<file path="src/rtl/combo_sequencer_pkg.sv">
// Shared types and constants for the combination-lock code sequencer.
package combo_sequencer_pkg;
    localparam int CODE_W = 3;

    typedef enum logic [1:0] {
        IDLE,
        DRIVE,
        FINISH
    } state_t;
endpackage

</file>
<file path="src/rtl/combo_hold_timer.sv">
// Loadable down-counter; expire_o flags the last cycle of a hold while enabled.
module combo_hold_timer #(
    parameter int HOLD_W = 16
) (
    input  logic              clock,
    input  logic              rst_n,
    input  logic              load_i,
    input  logic [HOLD_W-1:0] load_val_i,
    input  logic              en_i,
    output logic              expire_o
);
    logic [HOLD_W-1:0] cnt_q, cnt_d;

    always_comb begin
        cnt_d = cnt_q;
        if (load_i)
            cnt_d = load_val_i;
        else if (en_i && cnt_q != '0)
            cnt_d = cnt_q - HOLD_W'(1);
    end

    always_ff @(posedge clock or negedge rst_n) begin
        if (!rst_n) cnt_q <= '0;
        else        cnt_q <= cnt_d;
    end

    assign expire_o = en_i && (cnt_q == '0);
endmodule

</file>
<file path="src/rtl/combo_sequencer.sv">
// Stores up to DEPTH switch codes and replays them on x_out, each held for a
// programmable number of cycles.
module combo_sequencer
    import combo_sequencer_pkg::*;
#(
    parameter  int DEPTH  = 8,
    parameter  int HOLD_W = 16,
    localparam int CNT_W  = $clog2(DEPTH) + 1,
    localparam int PTR_W  = (DEPTH > 1) ? $clog2(DEPTH) : 1
) (
    input  logic              clock,
    input  logic              rst_n,
    input  logic              load_en,
    input  logic [CODE_W-1:0] load_data,
    input  logic              clear,
    input  logic              start,
    input  logic [HOLD_W-1:0] hold_cycles,
    output logic [CODE_W-1:0] x_out,
    output logic              busy,
    output logic              done,
    output logic              err,
    output logic [CNT_W-1:0]  count
);
    state_t            state_q, state_d;
    logic [CNT_W-1:0]  count_q, count_d;
    logic [CNT_W-1:0]  len_q, len_d;
    logic [PTR_W-1:0]  rd_ptr_q, rd_ptr_d;
    logic [HOLD_W-1:0] hold_m1_q, hold_m1_d;
    logic [CODE_W-1:0] x_out_q, x_out_d;
    logic              err_q, err_d;
    logic [CODE_W-1:0] mem_q [DEPTH];
    logic              mem_we, load_ok, last_step;
    logic              tmr_load, tmr_expire;
    logic [HOLD_W-1:0] tmr_val;

    assign load_ok   = load_en && !clear && (count_q < CNT_W'(DEPTH));
    assign last_step = (CNT_W'(rd_ptr_q) + CNT_W'(1)) == len_q;

    // Playback length is latched at start so a simultaneous clear does not
    // cut short the list being replayed.
    always_comb begin
        state_d   = state_q;
        count_d   = count_q;
        len_d     = len_q;
        rd_ptr_d  = rd_ptr_q;
        hold_m1_d = hold_m1_q;
        x_out_d   = '0;
        err_d     = 1'b0;
        mem_we    = 1'b0;
        tmr_load  = 1'b0;
        tmr_val   = hold_m1_q;
        case (state_q)
            IDLE: begin
                if (clear) begin
                    count_d = '0;
                end else if (load_en) begin
                    if (load_ok) begin
                        mem_we  = 1'b1;
                        count_d = count_q + CNT_W'(1);
                    end else begin
                        err_d = 1'b1;
                    end
                end
                if (start) begin
                    if (count_q != '0) begin
                        state_d   = DRIVE;
                        rd_ptr_d  = '0;
                        len_d     = load_ok ? count_q + CNT_W'(1) : count_q;
                        hold_m1_d = (hold_cycles == '0) ? '0 : hold_cycles - HOLD_W'(1);
                        tmr_load  = 1'b1;
                        tmr_val   = hold_m1_d;
                        x_out_d   = mem_q[0];
                    end else begin
                        err_d = 1'b1;
                    end
                end
            end
            DRIVE: begin
                err_d   = load_en;
                x_out_d = x_out_q;
                if (tmr_expire) begin
                    if (last_step) begin
                        state_d = FINISH;
                        x_out_d = '0;
                    end else begin
                        rd_ptr_d = rd_ptr_q + PTR_W'(1);
                        tmr_load = 1'b1;
                        x_out_d  = mem_q[rd_ptr_d];
                    end
                end
            end
            FINISH: begin
                err_d   = load_en;
                state_d = IDLE;
            end
            default: state_d = IDLE;
        endcase
    end

    always_ff @(posedge clock or negedge rst_n) begin
        if (!rst_n) begin
            state_q   <= IDLE;
            count_q   <= '0;
            len_q     <= '0;
            rd_ptr_q  <= '0;
            hold_m1_q <= '0;
            x_out_q   <= '0;
            err_q     <= 1'b0;
        end else begin
            state_q   <= state_d;
            count_q   <= count_d;
            len_q     <= len_d;
            rd_ptr_q  <= rd_ptr_d;
            hold_m1_q <= hold_m1_d;
            x_out_q   <= x_out_d;
            err_q     <= err_d;
        end
    end

    // Code storage is deliberately left unreset; count gates its visibility.
    always_ff @(posedge clock) begin
        if (mem_we) mem_q[PTR_W'(count_q)] <= load_data;
    end

    combo_hold_timer #(.HOLD_W(HOLD_W)) u_timer (
        .clock      (clock),
        .rst_n      (rst_n),
        .load_i     (tmr_load),
        .load_val_i (tmr_val),
        .en_i       (state_q == DRIVE),
        .expire_o   (tmr_expire)
    );

    assign x_out = x_out_q;
    assign busy  = (state_q == DRIVE);
    assign done  = (state_q == FINISH);
    assign err   = err_q;
    assign count = count_q;
endmodule

</file>
<file path="config.mk">
export PLATFORM = sky130hd
export DESIGN_NAME = combo_sequencer
export DESIGN_NICKNAME = d
export VERILOG_FILES = /design/src/rtl/combo_sequencer_pkg.sv /design/src/rtl/combo_hold_timer.sv /design/src/rtl/combo_sequencer.sv
export SDC_FILE = /design/constraint.sdc
export NUM_CORES = 1
export LEC_CHECK = 0
export CORE_MARGIN = 3
export CORE_UTILIZATION = 54
export CTS_BUF_LIST = sky130_fd_sc_hd__clkbuf_8
export DETAILED_ROUTE_END_ITERATION = 6
export PLACE_DENSITY = 0.87
export SYNTH_ARGS = -nofsm -noshare
export SYNTH_HDL_FRONTEND = slang
export SYNTH_SLANG_ARGS = --single-unit
</file>
<file path="constraint.sdc">
create_clock -name clock -period 2.15 [get_ports clock]
set_input_delay 0.215 -clock clock [delete_from_list [all_inputs] [get_ports clock]]
set_output_delay 0.215 -clock clock [all_outputs]
set_load 0.005 [all_outputs]
</file>
==> impl_results.rst, run 1 <==
.. list-table::
   :header-rows: 1

   * - Metric
     - Value
   * - Overall Global Routing Usage
     - 0.2633
   * - Deepest clock path buffer count
     - 2
   * - Post-synth EDFFs
     - 24
   * - Share of the synthesized area in the top cell type
     - 0.3027
   * - Post-synth ARST share
     - 0.6712
   * - Clock latency on the worst-skew pair
     - 360 ps
   * - End point of the critical path
     - u_timer.cnt_q[14]
   * - Leakage component of the power
     - 2.139 nW
   * - First DRT Iteration DRCs
     - 456
   * - Synth Register Bits
     - 73
   * - Initial core utilization
     - 0.5770
   * - Setup repair after global routing missed its margin
     - yes
   * - Start-to-end type of the worst setup path
     - reg2reg
   * - Sequential-to-total area share from yosys stat
     - 0.4807
   * - Data required time of the worst path
     - 2440 ps
   * - Die X-Extent
     - 92.61 um
   * - Ratio of cells with drive above 1 in the final layout
     - 0.2660
   * - Cell count after synthesis
     - 388
   * - Layout overhead on the synthesized area
     - 30.27%
   * - Count of unresolved DRC violations after routing
     - 0
   * - Synth warn
     - 0
   * - Total setup violations reported at the end of the flow
     - 4
   * - Number of cell instances on the worst register-to-register path
     - 8
   * - Post-Syn Area per Cell
     - 10.44 um2
   * - Post-route setup slack
     - -160.7 ps
   * - Total nets after synthesis
     - 422
   * - Highest clock frequency the design can meet
     - 432.8 MHz
   * - Total number of clock tree sinks
     - 73
   * - Count of cell types in the netlist
     - 70
   * - Mean number of vias per cell
     - 6.272
   * - IO Port Bufs
     - 33
   * - Biggest area consumer among synthesized cells
     - dfrtp_1
   * - Worst setup EP type
     - flip-flop
   * - Number of iterations in the first detailed-routing pass
     - 6
   * - Violated checks
     - setup timing
   * - Global-route wire length before repair
     - 17600 um
   * - Vertical die dimension
     - 92.61 um
   * - Wire length per cell
     - 19.43 um
   * - Area of the die
     - 0.008576 mm2
   * - Post-DP HPWL
     - 7601 um
   * - Final core utilization
     - 0.7517
   * - Crit start category
     - flip-flop
   * - Number of failing hold endpoints at the final stage
     - 0
   * - Post-layout instance count excluding filler cells
     - 581
   * - Remaining antenna violation count after routing
     - 0
   * - Number of cell rows
     - 30
   * - Data arrival time of the worst path
     - 2600 ps
   * - Tightest slew margin relative to the limit
     - 0.5681
   * - Run status
     - finished, violations left
   * - Worst r2r src
     - u_timer.cnt_q[1]
   * - Master cell of the clock root buffer
     - clkbuf_8
   * - Power per cell area
     - 510.0 mW/mm2
   * - Transition at the pin with the smallest max-transition slack
     - 647.8 ps
   * - Core area
     - 0.007019 mm2
   * - Final-layout setup total negative slack
     - -435.5 ps
   * - Antenna cells
     - 0
   * - Via count
     - 3644
   * - Clock tree from TritonCTS
     - yes
   * - Synth Flop Type
     - dfrtp_1
   * - Pin count of the biggest net entering global routing
     - 50
   * - RR Endpoint
     - u_timer.cnt_q[14]
   * - Final number of max-transition violations
     - 0
   * - Netlist Area Pre-Place
     - 0.004050 mm2
   * - Post-placement cell count
     - 560
   * - Critical Path Source
     - u_timer.cnt_q[1]
   * - Count of nets after finishing
     - 514
   * - Worst hold margin
     - 485.6 ps
   * - Cell types occupying the most area after synthesis
     - dfrtp_1 30%, edfxtp_1 18%, nor2_1 3.8%, mux4_2 3.3%, ha_1 3.1%
   * - Class of the worst hold path
     - in2async
   * - Largest clock skew in the final design
     - 13.72 ps
   * - Count of maximum capacitance violations
     - 0
   * - Vias in the first global route
     - 3691
   * - Depth of the CTS H-tree
     - 3
   * - CTS buffer count
     - 9
   * - Routability-driven placement congestion ratio
     - 0.9017
   * - IR drop worst, VDD
     - 0.4958 mV
   * - Number of antenna violations at the first check in global routing
     - 0
   * - Final worst path period share
     - 1.075
   * - Residual overflow from global routing
     - 0
   * - Clk slew on worst S/H paths
     - 90 ps
   * - Maximum net fanout on the critical path
     - 3
   * - IO Count
     - 34
   * - Overall routed net length
     - 11290 um
   * - Setup slack of the worst register-to-register path
     - -160 ps
   * - Final Critical Period
     - 2311 ps
power by group:
group	internal [mW]	total, mW	switching (mW)
clock network	0.544	1.11	0.565
registers	1.44	1.44	0.000259
logic	0.0737	0.147	0.0736
critical path: stages, from the launching register on:
cell       delay [ps]
dfrtp_1           410
inv_2             100
ha_4              140
or4b_4            450
or3_4             410
a2111oi_4         340
buf_4             190
a221oi_2           50
a21oi_1           140
synth_stat cells, drive strengths merged (10+ instances only):
library cell  instances
nor2                 41
ha                   10
xor2                 11
inv                  23
buf                  14
nand2                29
nor4                 11
edfxtp               24
o21ai                16
nand3                12
dfrtp                49
cell families (layout without fill, tap and decap cells):
group,Yosys count,count (layout),synth area share
flops,73,73,0.4807
compound gates,83,83,0.1501
xor+xnor,19,19,0.04109
fa+ha+maj,10,10,0.03089
simple gates,149,149,0.2045
buf+inv,42,139,0.04418
mux,12,12,0.04850
registers in the layout (all words and copies together) (netlist names), 2 cells and up:
register       flops
len_q              4
u_timer.cnt_q     16
x_out              3
rd_ptr_q           3
count              4
state_q            2
hold_m1_q         16
mem_q             24
layout by cell type, fill, tap and decap left out, drive strengths merged, types with 6 or more instances in the layout:
cell / synthesis / final
a21oi: 8 / 8
buf: 14 / 67
clkbuf: 5 / 9
clkdlybuf4s50: 0 / 32
dfrtp: 49 / 49
edfxtp: 24 / 24
ha: 10 / 10
inv: 23 / 25
mux4: 6 / 6
nand2: 29 / 29
nand3: 12 / 12
nand4: 6 / 6
nor2: 41 / 41
nor3: 8 / 8
nor4: 11 / 11
o21ai: 16 / 16
o22ai: 8 / 8
o31a: 7 / 7
xnor2: 8 / 8
xor2: 11 / 11
layer usage:
metal	vias up	share of wire	routed length (um)	track usage
li1	1626	-	-	-
met3	53	0.078	880	0.07880
met1	1754	0.39	4405	0.3290
met5	-	0	0	0
met4	0	0.046	519	0.1275
met2	211	0.49	5483	0.4175
area by class of cell:
type / count / area, um2
fillers: 431 / 1743
clock buffers: 9 / 123.9
flip-flops and latches: 73 / 1947
clock inverters: 7 / 76.32
repair buffers: 100 / 843.3
well taps: 96 / 120.1
multi-input cells: 273 / 2079
inverters: 23 / 86.33
repair_timing:
| item | 4_1_cts | 5_1_grt |
|---|---|---|
| endpoints found under the hold margin | 49 | 0 |
| pin swaps | 1 | 10 |
| gates resized for setup | 5 | 28 |
| buffers inserted | 0 | 4 |
| hold buffers | 1 | 0 |
| setup endpoints to repair | 11 | 20 |
stage by stage:
step,cell area (um2),worst slack (ps),power (mW)
final,5276,-160.7,2.691
after global routing,5276,-246.5,2.774
after CTS,5115,-21.21,2.698
after detailed placement,4883,-302.3,1.609
after global placement,4883,-196.2,1.603
after floorplan,4050,17.76,1.496
worst min path at each step:
| stage | end | slack, ps |
|---|---|---|
| 3_5_place_dp | hold_m1_q[12] | 360 |
| 4_1_cts | hold_m1_q[1] | 490 |
| 6_report | hold_m1_q[12] | 490 |
| 5_1_grt | hold_m1_q[1] | 510 |
| 2_1_floorplan | count[0] | -80 |
| 3_3_place_gp | hold_m1_q[12] | 350 |
Power figures use the tool's default switching activity.
==> inputs of run 2 (changes only) <==
--- a/config.mk
+++ b/config.mk
@@ -5,6 +5,7 @@
 export SDC_FILE = /design/constraint.sdc
 export NUM_CORES = 1
 export LEC_CHECK = 0
+export CORE_ASPECT_RATIO = 2
 export CORE_MARGIN = 3
 export CORE_UTILIZATION = 54
 export CTS_BUF_LIST = sky130_fd_sc_hd__clkbuf_8
==> run 2 against run 1 <==
Against the previous run:
- the run still ends with setup timing left
- global-route usage grew 3.7 points
- via count rose by 1.8%
- final cell count rose by 2.2%
- critical path type unchanged
- highest routed layer unchanged
==> impl_results.rst, run 2 (synthesized netlist as in run 1, its figures left out) <==
.. list-table::
   :header-rows: 1

   * - Metric
     - Value
   * - Wire length per cell
     - 20.47 um
   * - Most common library cell in the layout ignoring fill and taps
     - buf_4
   * - Number of iterations in the first detailed-routing pass
     - 5
   * - Start-to-end type of the worst setup path
     - reg2reg
   * - Antenna cells
     - 0
   * - Count of unresolved DRC violations after routing
     - 0
   * - Final non-filler cell area
     - 0.005404 mm2
   * - Largest registers in the final layout
     - mem_q x24, hold_m1_q x16, u_timer.cnt_q x16
   * - Core area
     - 0.007267 mm2
   * - Vias in the first global route
     - 3981
   * - Depth of the CTS H-tree
     - 3
   * - Setup repair after global routing missed its margin
     - yes
   * - Class of the worst hold path
     - in2async
   * - Total number of clock tree sinks
     - 73
   * - Clock tree from TritonCTS
     - yes
   * - Crit start category
     - flip-flop
   * - Filler cell count in the final layout
     - 487
   * - Critical path's slowest cell
     - dfrtp_1
   * - Global-route wire length before repair
     - 19100 um
   * - Post-DP HPWL
     - 8628 um
   * - Largest clock skew in the final design
     - 6.469 ps
   * - Remaining antenna violation count after routing
     - 0
   * - Data arrival time of the worst path
     - 2560 ps
   * - Leakage component of the power
     - 2.221 nW
   * - Die X-Extent
     - 67.24 um
   * - Master cell of the clock root buffer
     - clkbuf_8
   * - Count of maximum capacitance violations
     - 0
   * - Clock latency on the worst-skew pair
     - 360 ps
   * - IO Count
     - 34
   * - Number of cell rows
     - 44
   * - Setup Slack @ Placement
     - -149.2 ps
   * - Mean number of vias per cell
     - 6.244
   * - IR drop worst, VDD
     - 0.4865 mV
   * - Deepest clock path buffer count
     - 2
   * - Tightest slew margin relative to the limit
     - 0.3913
   * - CTS buffer count
     - 9
   * - Overall power after layout
     - 2.730 mW
   * - Final Critical Period
     - 2316 ps
   * - First DRT Iteration DRCs
     - 253
   * - Worst setup EP type
     - flip-flop
   * - Worst hold margin
     - 497.5 ps
   * - Overall Global Routing Usage
     - 0.3007
   * - Violated checks
     - setup timing
   * - Routability-driven placement congestion ratio
     - 0.9400
   * - Power per cell area
     - 505.2 mW/mm2
   * - Clk slew on worst S/H paths
     - 80 ps
   * - Commonest cells after routing, fill and taps aside
     - 81 x buf_4, 49 x dfrtp_1, 39 x nor2_1, 32 x clkdlybuf4s50_1, 29 x nand2_1
   * - Final worst path period share
     - 1.077
   * - Initial core utilization
     - 0.5573
   * - Layout overhead on the synthesized area
     - 33.43%
   * - Count of nets after finishing
     - 531
   * - Max reg flops
     - 24
   * - Run status
     - finished, violations left
   * - Cell breakdown of the critical path
     - inv_2, ha_4, nor4b_2, nand4_1, a211oi_2, buf_4, o21a_1, o22ai_2
   * - Highest clock frequency the design can meet
     - 431.7 MHz
   * - Ratio of cells with drive above 1 in the final layout
     - 0.2908
   * - Post-place instance area
     - 0.004994 mm2
   * - Number of failing hold endpoints at the final stage
     - 0
   * - Maximum net fanout on the critical path
     - 3
   * - IO Port Bufs
     - 33
   * - Data required time of the worst path
     - 2390 ps
   * - Largest register by flop count
     - mem_q
   * - Transition at the pin with the smallest max-transition slack
     - 913.1 ps
   * - Residual overflow from global routing
     - 0
   * - Number of antenna violations at the first check in global routing
     - 0
   * - Overall routed net length
     - 12160 um
   * - Slowest Stage Delay on Critical Path
     - 420 ps
   * - Vertical die dimension
     - 128.5 um
   * - Total setup violations reported at the end of the flow
     - 15
   * - Final number of max-transition violations
     - 0
   * - Pin count of the biggest net entering global routing
     - 40
   * - Area of the die
     - 0.008639 mm2
   * - Via count
     - 3709
   * - Post-route setup slack
     - -166.3 ps
==> run 2: cell types whose count changed in the layout (fill, tap and decap cells not counted), moves of 2 or more <==
| cell | before | now |
|---|---|---|
| buf_4 | 65 | 81 |
| nor4_2 | 6 | 4 |
| nand3_1 | 8 | 10 |
| inv_8 | 0 | 2 |
| buf_6 | 0 | 2 |
| nand3_2 | 4 | 2 |
==> run 2: stage by stage <==
step / TNS, ps / std cells / utilization
2_1_floorplan: 0 / 388 / -
3_3_place_gp: -467.8 / 573 / 0.6872
3_5_place_dp: -1365 / 573 / 0.6872
4_1_cts: -172.7 / 593 / 0.7293
5_1_grt: -1487 / 594 / 0.7436
6_report: -787.3 / 594 / 0.7436
==> run 2: area by class of cell <==
cell class	instances	area, um2	area share
clock buffer	9	123.9	0.02292
clock inverter	7	87.58	0.01621
inverter	23	86.33	0.01598
multi-input combinational	273	2078	0.3846
sequential	73	1947	0.3603
tap	92	115.1	0.02130
timing repair buffer	117	965.9	0.1787
==> run 2: final timing paths <==
| path | start | end | slack (ps) | cells past startpoint |
|---|---|---|---|---|
| max reg2reg | u_timer.cnt_q[0] | rd_ptr_q[2] | -170 | 8 |
| min | rst_n | state_q[0] | 500 | 2 |
| min in group clock | len_q[1] | len_q[1] | 510 | 2 |
| min reg2reg | len_q[1] | len_q[1] | 510 | 2 |
| max | u_timer.cnt_q[0] | rd_ptr_q[2] | -170 | 8 |
| max in group asynchronous | rst_n | hold_m1_q[6] | 1000 | 3 |
==> run 2: report_power, final <==
| group | switching [mW] | internal [mW] | total (mW) |
|---|---|---|---|
| sequential | 0.000213 | 1.44 | 1.44 |
| clock | 0.577 | 0.561 | 1.14 |
| combinational | 0.0762 | 0.0802 | 0.156 |
| total | 0.654 | 2.08 | 2.73 |
==> run 2: layer usage <==
layer / up-vias / GRT usage / share of wire
met4: 0 / 0.2488 / 0.089
met2: 197 / 0.5325 / 0.54
li1: 1654 / - / -
met5: - / 0 / 0
met3: 85 / 0.06026 / 0.053
met1: 1773 / 0.2815 / 0.31
==> run 2: worst max-delay path: cells and delay by family, from the launching register on <==
family / cells / cell delay, ps
adders and majority gates: 1 / 140
buffers and inverters: 2 / 320
DFF: 1 / 420
AOI/OAI and AO/OA: 3 / 740
and+or+nand+nor: 2 / 570
==> run 2: repair_timing <==
| action | CTS | global route |
|---|---|---|
| buffers inserted | 3 | 4 |
| hold endpoints to repair | 33 | 0 |
| pin swaps | 5 | 7 |
| endpoints found under the setup margin | 18 | 18 |
| hold buffers | 1 | 0 |
| resized for setup | 15 | 20 |
